$ cat config.mk
export PLATFORM = sky130hd
export DESIGN_NAME = tick_gen_multi
export DESIGN_NICKNAME = d
export VERILOG_FILES = /design/src/rtl/tick_gen_multi.sv
export SDC_FILE = /design/constraint.sdc
export NUM_CORES = 1
export LEC_CHECK = 0
export ABC_AREA = 1
export CAP_MARGIN = 30
export CORE_MARGIN = 5
export CORE_UTILIZATION = 30
export CTS_CLUSTER_SIZE = 40
export DETAILED_ROUTE_END_ITERATION = 8
export PLACE_DENSITY = 0.47
export SYNTH_ARGS = -nofsm -noshare
export SYNTH_HDL_FRONTEND = slang
export SYNTH_SLANG_ARGS = --single-unit
$ cat constraint.sdc
create_clock -name clk_in -period 1.7 [get_ports clk_in]
set_input_delay 0.34 -clock clk_in [delete_from_list [all_inputs] [get_ports clk_in]]
set_output_delay 0.34 -clock clk_in [all_outputs]
set_load 0.03 [all_outputs]
$ cat src/rtl/tick_gen_multi.sv
// Multi-channel fractional tick generator: per-channel phase accumulators with a
// valid/ready increment-write port. Optional sync restart is enabled by TICK_GEN_SYNC_EN.
module tick_gen_multi #(
    parameter int CHANNELS    = 2,
    parameter int ACC_WIDTH   = 16,
    parameter int OS_RATIO    = 16,
    parameter int DEFAULT_INC = 2416,
    localparam int CW         = (CHANNELS > 1) ? $clog2(CHANNELS) : 1
) (
    input  logic                 clk_in,
    input  logic                 rst_n_in,
    input  logic [CHANNELS-1:0]  en_in,
    input  logic [CHANNELS-1:0]  sync_in,
    input  logic                 cfg_valid_in,
    output logic                 cfg_ready_out,
    input  logic [CW-1:0]        cfg_chan_in,
    input  logic [ACC_WIDTH-1:0] cfg_inc_in,
    output logic [CHANNELS-1:0]  tick_os_out,
    output logic [CHANNELS-1:0]  tick_bit_out
);

    localparam int OSW = $clog2(OS_RATIO);

    // Config handshake: a write is accepted on any edge where cfg_valid_in and
    // cfg_ready_out are both high; ready is high only in IDLE, so the port takes
    // at most one write every two cycles.
    typedef enum logic {
        IDLE  = 1'b0,
        APPLY = 1'b1
    } cfg_state_t;

    cfg_state_t           state;
    cfg_state_t           state_next;
    logic [CW-1:0]        shadow_chan;
    logic [ACC_WIDTH-1:0] shadow_inc;
    logic                 accept;

    always_ff @(posedge clk_in or negedge rst_n_in) begin
        if (!rst_n_in) begin
            state <= IDLE;
        end else begin
            state <= state_next;
        end
    end

    always_comb begin
        state_next    = state;
        cfg_ready_out = 1'b0;
        accept        = 1'b0;
        case (state)
            IDLE: begin
                cfg_ready_out = 1'b1;
                if (cfg_valid_in) begin
                    accept     = 1'b1;
                    state_next = APPLY;
                end
            end
            APPLY: begin
                state_next = IDLE;
            end
            default: begin
                state_next = IDLE;
            end
        endcase
    end

    always_ff @(posedge clk_in or negedge rst_n_in) begin
        if (!rst_n_in) begin
            shadow_chan <= '0;
            shadow_inc  <= '0;
        end else if (accept) begin
            shadow_chan <= cfg_chan_in;
            shadow_inc  <= cfg_inc_in;
        end
    end

`ifndef TICK_GEN_SYNC_EN
    logic unused_sync;
    assign unused_sync = ^sync_in;
`endif

    for (genvar c = 0; c < CHANNELS; c++) begin : g_chan
        logic [ACC_WIDTH:0]   acc;
        logic [ACC_WIDTH-1:0] inc;
        logic [OSW-1:0]       os_cnt;
        logic                 apply_hit;
        logic                 sync_hit;
        logic                 tick;
        logic                 os_last;

        // Out-of-range channel numbers match no channel, so such writes are dropped.
        assign apply_hit = (state == APPLY) && (shadow_chan == CW'(c));
`ifdef TICK_GEN_SYNC_EN
        assign sync_hit  = sync_in[c];
`else
        assign sync_hit  = 1'b0;
`endif
        assign tick    = acc[ACC_WIDTH] & en_in[c];
        assign os_last = (os_cnt == OSW'(OS_RATIO - 1));

        // APPLY outranks sync so a freshly written rate always starts from phase 0.
        always_ff @(posedge clk_in or negedge rst_n_in) begin
            if (!rst_n_in) begin
                acc    <= '0;
                inc    <= ACC_WIDTH'(DEFAULT_INC);
                os_cnt <= '0;
            end else if (apply_hit) begin
                acc    <= '0;
                inc    <= shadow_inc;
                os_cnt <= '0;
            end else if (sync_hit) begin
                acc    <= '0;
                os_cnt <= OSW'(OS_RATIO / 2);
            end else if (en_in[c]) begin
                acc <= {1'b0, acc[ACC_WIDTH-1:0]} + {1'b0, inc};
                if (tick) begin
                    os_cnt <= os_last ? '0 : os_cnt + 1'b1;
                end
            end
        end

        assign tick_os_out[c]  = tick;
        assign tick_bit_out[c] = tick & os_last;
    end

endmodule

# Yosys cells after proc, flatten, opt, wreduce, memory -nomap -nowiden
# Cells that the tools add are included.
# word_totals
reg_bits	92
in_bits	24
out_inout_bits	5
wordCells	45
# op_classes
n_addsub	4
eq_ne	2
n_mux	16
bitwise_logic	6
n_reduce_logical	8
# ops
cell	count
$mux W17	4
$add A16 B16 Y17	2
$mux W4	8
$add A4 B1 Y4 const B	2
$eq A4 B4 Y1 const B	2
$reduce_bool A2 Y1	4
$and A1 B1 Y1	4
$reduce_and A2 Y1	2
$mux W1	3
$logic_and A1 B1 Y1	2
$not A1 Y1	2
$pmux W1 S2	1

# Longest topological paths before layout
# depth
word_depth	5
mapped_depth	12
ltp_nobuf	12

# Worst setup path before layout
# No wires, ideal clock.
# synth_path
kind	register to register
startpoint	register g_chan[0].acc[0]
endpoint	register g_chan[0].acc[12]
setup_time_ns	0.117
arrival_ns	1.474
t_required_ns	1.583
slack_ns	0.109
path_stages_with_launch	12
path_buffers	0
period_less_slack_ns	1.591
path_cell_list	dfrtp_1 ha_1 inv_1 fa_1 inv_1 nand3_1 nand3_1 nand3_1 nand3_1 nand2_1 nand3_1 nand2_1
# synth_between
elab_chain_len	3
# synth_lines
element	line_no	text
from (decl)	83	logic [ACC_WIDTH:0] acc;
from (signal assigned)	115	acc <= {1'b0, acc[ACC_WIDTH-1:0]} + {1'b0, inc};
$add A16 B16 Y17	115	
$mux W17	114	end else if (en_in[c]) begin
$mux W17	107	end else if (apply_hit) begin
# Every way passes these cells. The select of a mux whose other input is x is not followed.
# A chain may end at the register's enable or synchronous reset.

# Worst setup path in the final report
# layout_path
startpoint	register g_chan[1].os_cnt[0]
endpoint	output port tick_bit_out[1]
# layout_between
elab_chain_len	2
# layout_lines
element	line_no	text
from (decl)	85	logic [OSW-1:0] os_cnt;
from (signal assigned)	113	os_cnt <= OSW'(OS_RATIO / 2);
from (signal assigned)	117	os_cnt <= os_last ? '0 : os_cnt + 1'b1;
$eq A4 B4 Y1	99	assign os_last = (os_cnt == OSW'(OS_RATIO - 1));
$and A1 B1 Y1	123	assign tick_bit_out[c] = tick & os_last;
to (decl)	19	output logic [CHANNELS-1:0] tick_bit_out
# Every way passes these cells.

==> results.json <==
{
  "first_iter_violations": 244,
  "critical_path_arrival_ns": 1.38,
  "drive_gt1_share_pct": 20.72,
  "antenna_cells": 0,
  "endpoint_kind": "primary output",
  "place_congestion": 0.7762,
  "leakage_nw": 3.588,
  "drv_cap": 0,
  "start_util_pct": 30.31,
  "crit_path_top_delay_cell": "dfrtp_1",
  "synth_cells": 744,
  "cts_made_buffers": 9,
  "fillers": 1904,
  "p_int_w": 0.006798,
  "die_w_um": 144.5,
  "die_h_um": 144.5,
  "power_frac_seq_pct": 31.5,
  "io_buffers": 26,
  "io_pins": 29,
  "cts_tree": "built",
  "report.final.slew_viol_count": 0,
  "crit_family": "flip-flops",
  "peakVddDrop_uv": 596.4,
  "ant_nets": 0,
  "ys.flop_type": "dfrtp_1",
  "cp.required_ns": 1.36,
  "via_count": 4578,
  "grt_pass1_wl_um": 21850,
  "clk_pin_slew_ns": 0.07,
  "combPwrFrac_pct": 45.9,
  "syn_nets": 804,
  "async_flop_share_pct": 100.0,
  "yosys_warnings": 0,
  "outcome": "finished with violations",
  "stdcell_area_mm2": 0.007101,
  "yosysSeqAreaShare_pct": 42.66,
  "grt-ovfl-total": 0,
  "grtUsageTotal_pct": 13.21,
  "critical_path.cell_chain": "ha_2, inv_2, nor3_2, inv_1, nor2_1, buf_4",
  "fp-row-count": 49,
  "synth.avg_cell_area_um2": 7.294,
  "crit_buf_inv": 3,
  "critPathMaxStageDelay_ns": 0.36,
  "grt_max_degree": 45,
  "clkPwrFrac_pct": 22.6,
  "ys_top_cells_by_count": "286 x nand2_1, 107 x inv_1, 82 x dfrtp_1, 67 x o21ai_0, 48 x nand3_1",
  "synth-seq-cells": 92,
  "dieArea_mm2": 0.02088,
  "synth_edf_count": 0,
  "skew_ns": 0.007548,
  "finalPower_w": 0.01104,
  "synth_top_area_share_pct": 37.81,
  "period_needed_ns": 1.724,
  "fin_crit_sh_pct": 101.4,
  "tightest_slew_ns": 0.3403,
  "path_class": "flip-flop to primary output",
  "wl_per_cell_um": 12.75,
  "fin_ws_ns": -0.02423,
  "netlist_area_mm2": 0.005426,
  "cts_buffer_depth": 2,
  "htreeDepth": 3,
  "clkSinkCount": 92,
  "p_sw_share_pct": 38.44,
  "fin_nets": 866,
  "antenna_found_initial": 0,
  "rsz0062_at_grt": "true",
  "clkLatencyLatePin_ns": 0.35,
  "coreArea_mm2": 0.01790,
  "grt_pass1_vias": 4509,
  "start_kind": "flip-flop",
  "hold_viol": 0,
  "cp_max_fo": 2,
  "yosysTopAreaCell": "dfrtp_1",
  "ys_top_cells_by_area": "dfrtp_1 38%, nand2_1 20%, ha_1 7.8%, inv_1 7.4%, o21ai_0 6.2%",
  "syn_to_final_growth_pct": 30.85,
  "placed_area_mm2": 0.006085,
  "wl_um": 13260,
  "cts_root_buf": "clkbuf_16",
  "relSlewSlack_pct": 77.31,
  "viasPerCell": 4.402,
  "yosysMostFrequentCell": "nand2_1",
  "drtPass1Iterations": 4,
  "fmax_mhz": 580.0,
  "drc": 0,
  "post-dp-hpwl_um": 9575,
  "hp-class": "input pin to async pin",
  "setup_violations": 1,
  "p_per_area_mw_per_mm2": 1555,
  "violations": "setup timing",
  "switching_power_w": 0.004245,
  "yosysUniqueCellTypes": 31
}
-- power by group through the flow --
stage	logic [W]	registers [W]	clock network [W]
after global placement	0.00413	0.00336	0
after detailed placement	0.00417	0.00337	0
after floorplan	0.00312	0.00322	0
final	0.00507	0.00348	0.00249
after global routing	0.00583	0.00357	0.00265
after CTS	0.00432	0.00335	0.00257
-- logic make-up after synthesis --
group / after synthesis / synth area share [%]
flip-flops: 92 / 42.66
AND/OR/NAND/NOR: 392 / 29.65
AO/OA/AOI/OAI: 92 / 8.808
buffers and inverters: 128 / 9.661
adder cells (fa/ha/maj): 36 / 8.577
XOR/XNOR: 4 / 0.6455
-- flip-flops by register name (all words and copies together) (netlist names) --
name / cells
g_chan.acc: 34
g_chan.inc: 32
shadow_inc: 16
g_chan.os_cnt: 8
shadow_chan: 1
state: 1
-- path summary, 6_finish.rpt --
check / from / end / slack [ns] / depth (start not counted)
min in group clk_in: g_chan[0].acc[11] / g_chan[0].acc[11] / 0.49 / 2
min reg2reg: g_chan[0].acc[11] / g_chan[0].acc[11] / 0.49 / 2
max in group asynchronous: rst_n_in / g_chan[0].inc[5] / 0.72 / 3
max reg2reg: g_chan[0].inc[0] / g_chan[0].acc[16] / 0.02 / 12
max: g_chan[1].os_cnt[0] / tick_bit_out[1] / -0.02 / 6
min: rst_n_in / g_chan[0].acc[3] / 0.41 / 2
-- area by class of cell --
class / count / area, µm² / share of cell area (%)
clock inverter: 4 / 120.1 / 1.692
multi-input combinational: 524 / 3085 / 43.45
inverter: 112 / 420.4 / 5.921
clock buffer: 12 / 246.5 / 3.471
timing repair buffer: 67 / 626.9 / 8.828
sequential: 92 / 2315 / 32.60
tap: 229 / 286.5 / 4.035
-- per-stage QoR --
step	hold WS [ns]	TNS (ns)	cells	worst slack (ns)	utilization, %
after global placement	0.2385	-0.1436	1005	-0.04616	33.99
final	0.4085	-0.02423	1040	-0.02423	39.66
after detailed placement	0.2392	-0.1842	1005	-0.06070	33.99
after floorplan	0.04441	0	744	0.1092	-
after CTS	0.4097	-0.02443	1030	-0.02443	36.81
after global routing	0.4124	-0.5967	1040	-0.1279	39.66
-- cells in the final DEF, fill, tap and decap left out, types with 9 or more instances in the layout --
cell type        synthesis  final
nand3_2                  0     12
ha_1                    34     10
inv_1                  107    100
nor2_1                  32     30
dfrtp_1                 82     82
buf_4                    3     38
clkdlybuf4s50_1          0     20
dfstp_2                 10     10
nand3_1                 48     31
nand2_1                286    266
inv_2                    5     12
o21ai_0                 67     65
clkbuf_16                0      9
nand2_2                  2     22
ha_4                     0     19
a21oi_1                 19     12
-- layer usage --
metal	vias to the layer above	global-route usage (%)	wire [µm]
li1	2451	-	-
met1	2070	18.71	6821
met2	47	20.02	5880
met3	10	3.142	403
met4	0	4.075	159
met5	-	0	0
-- timing repair --
action	CTS	global route
hold buffers	1	0
endpoints found under the setup margin	15	27
hold endpoints to repair	12	0
gates resized for setup	15	87
pin swaps	6	17
buffers inserted	8	10
No activity file was read; power rests on OpenSTA's default activity.
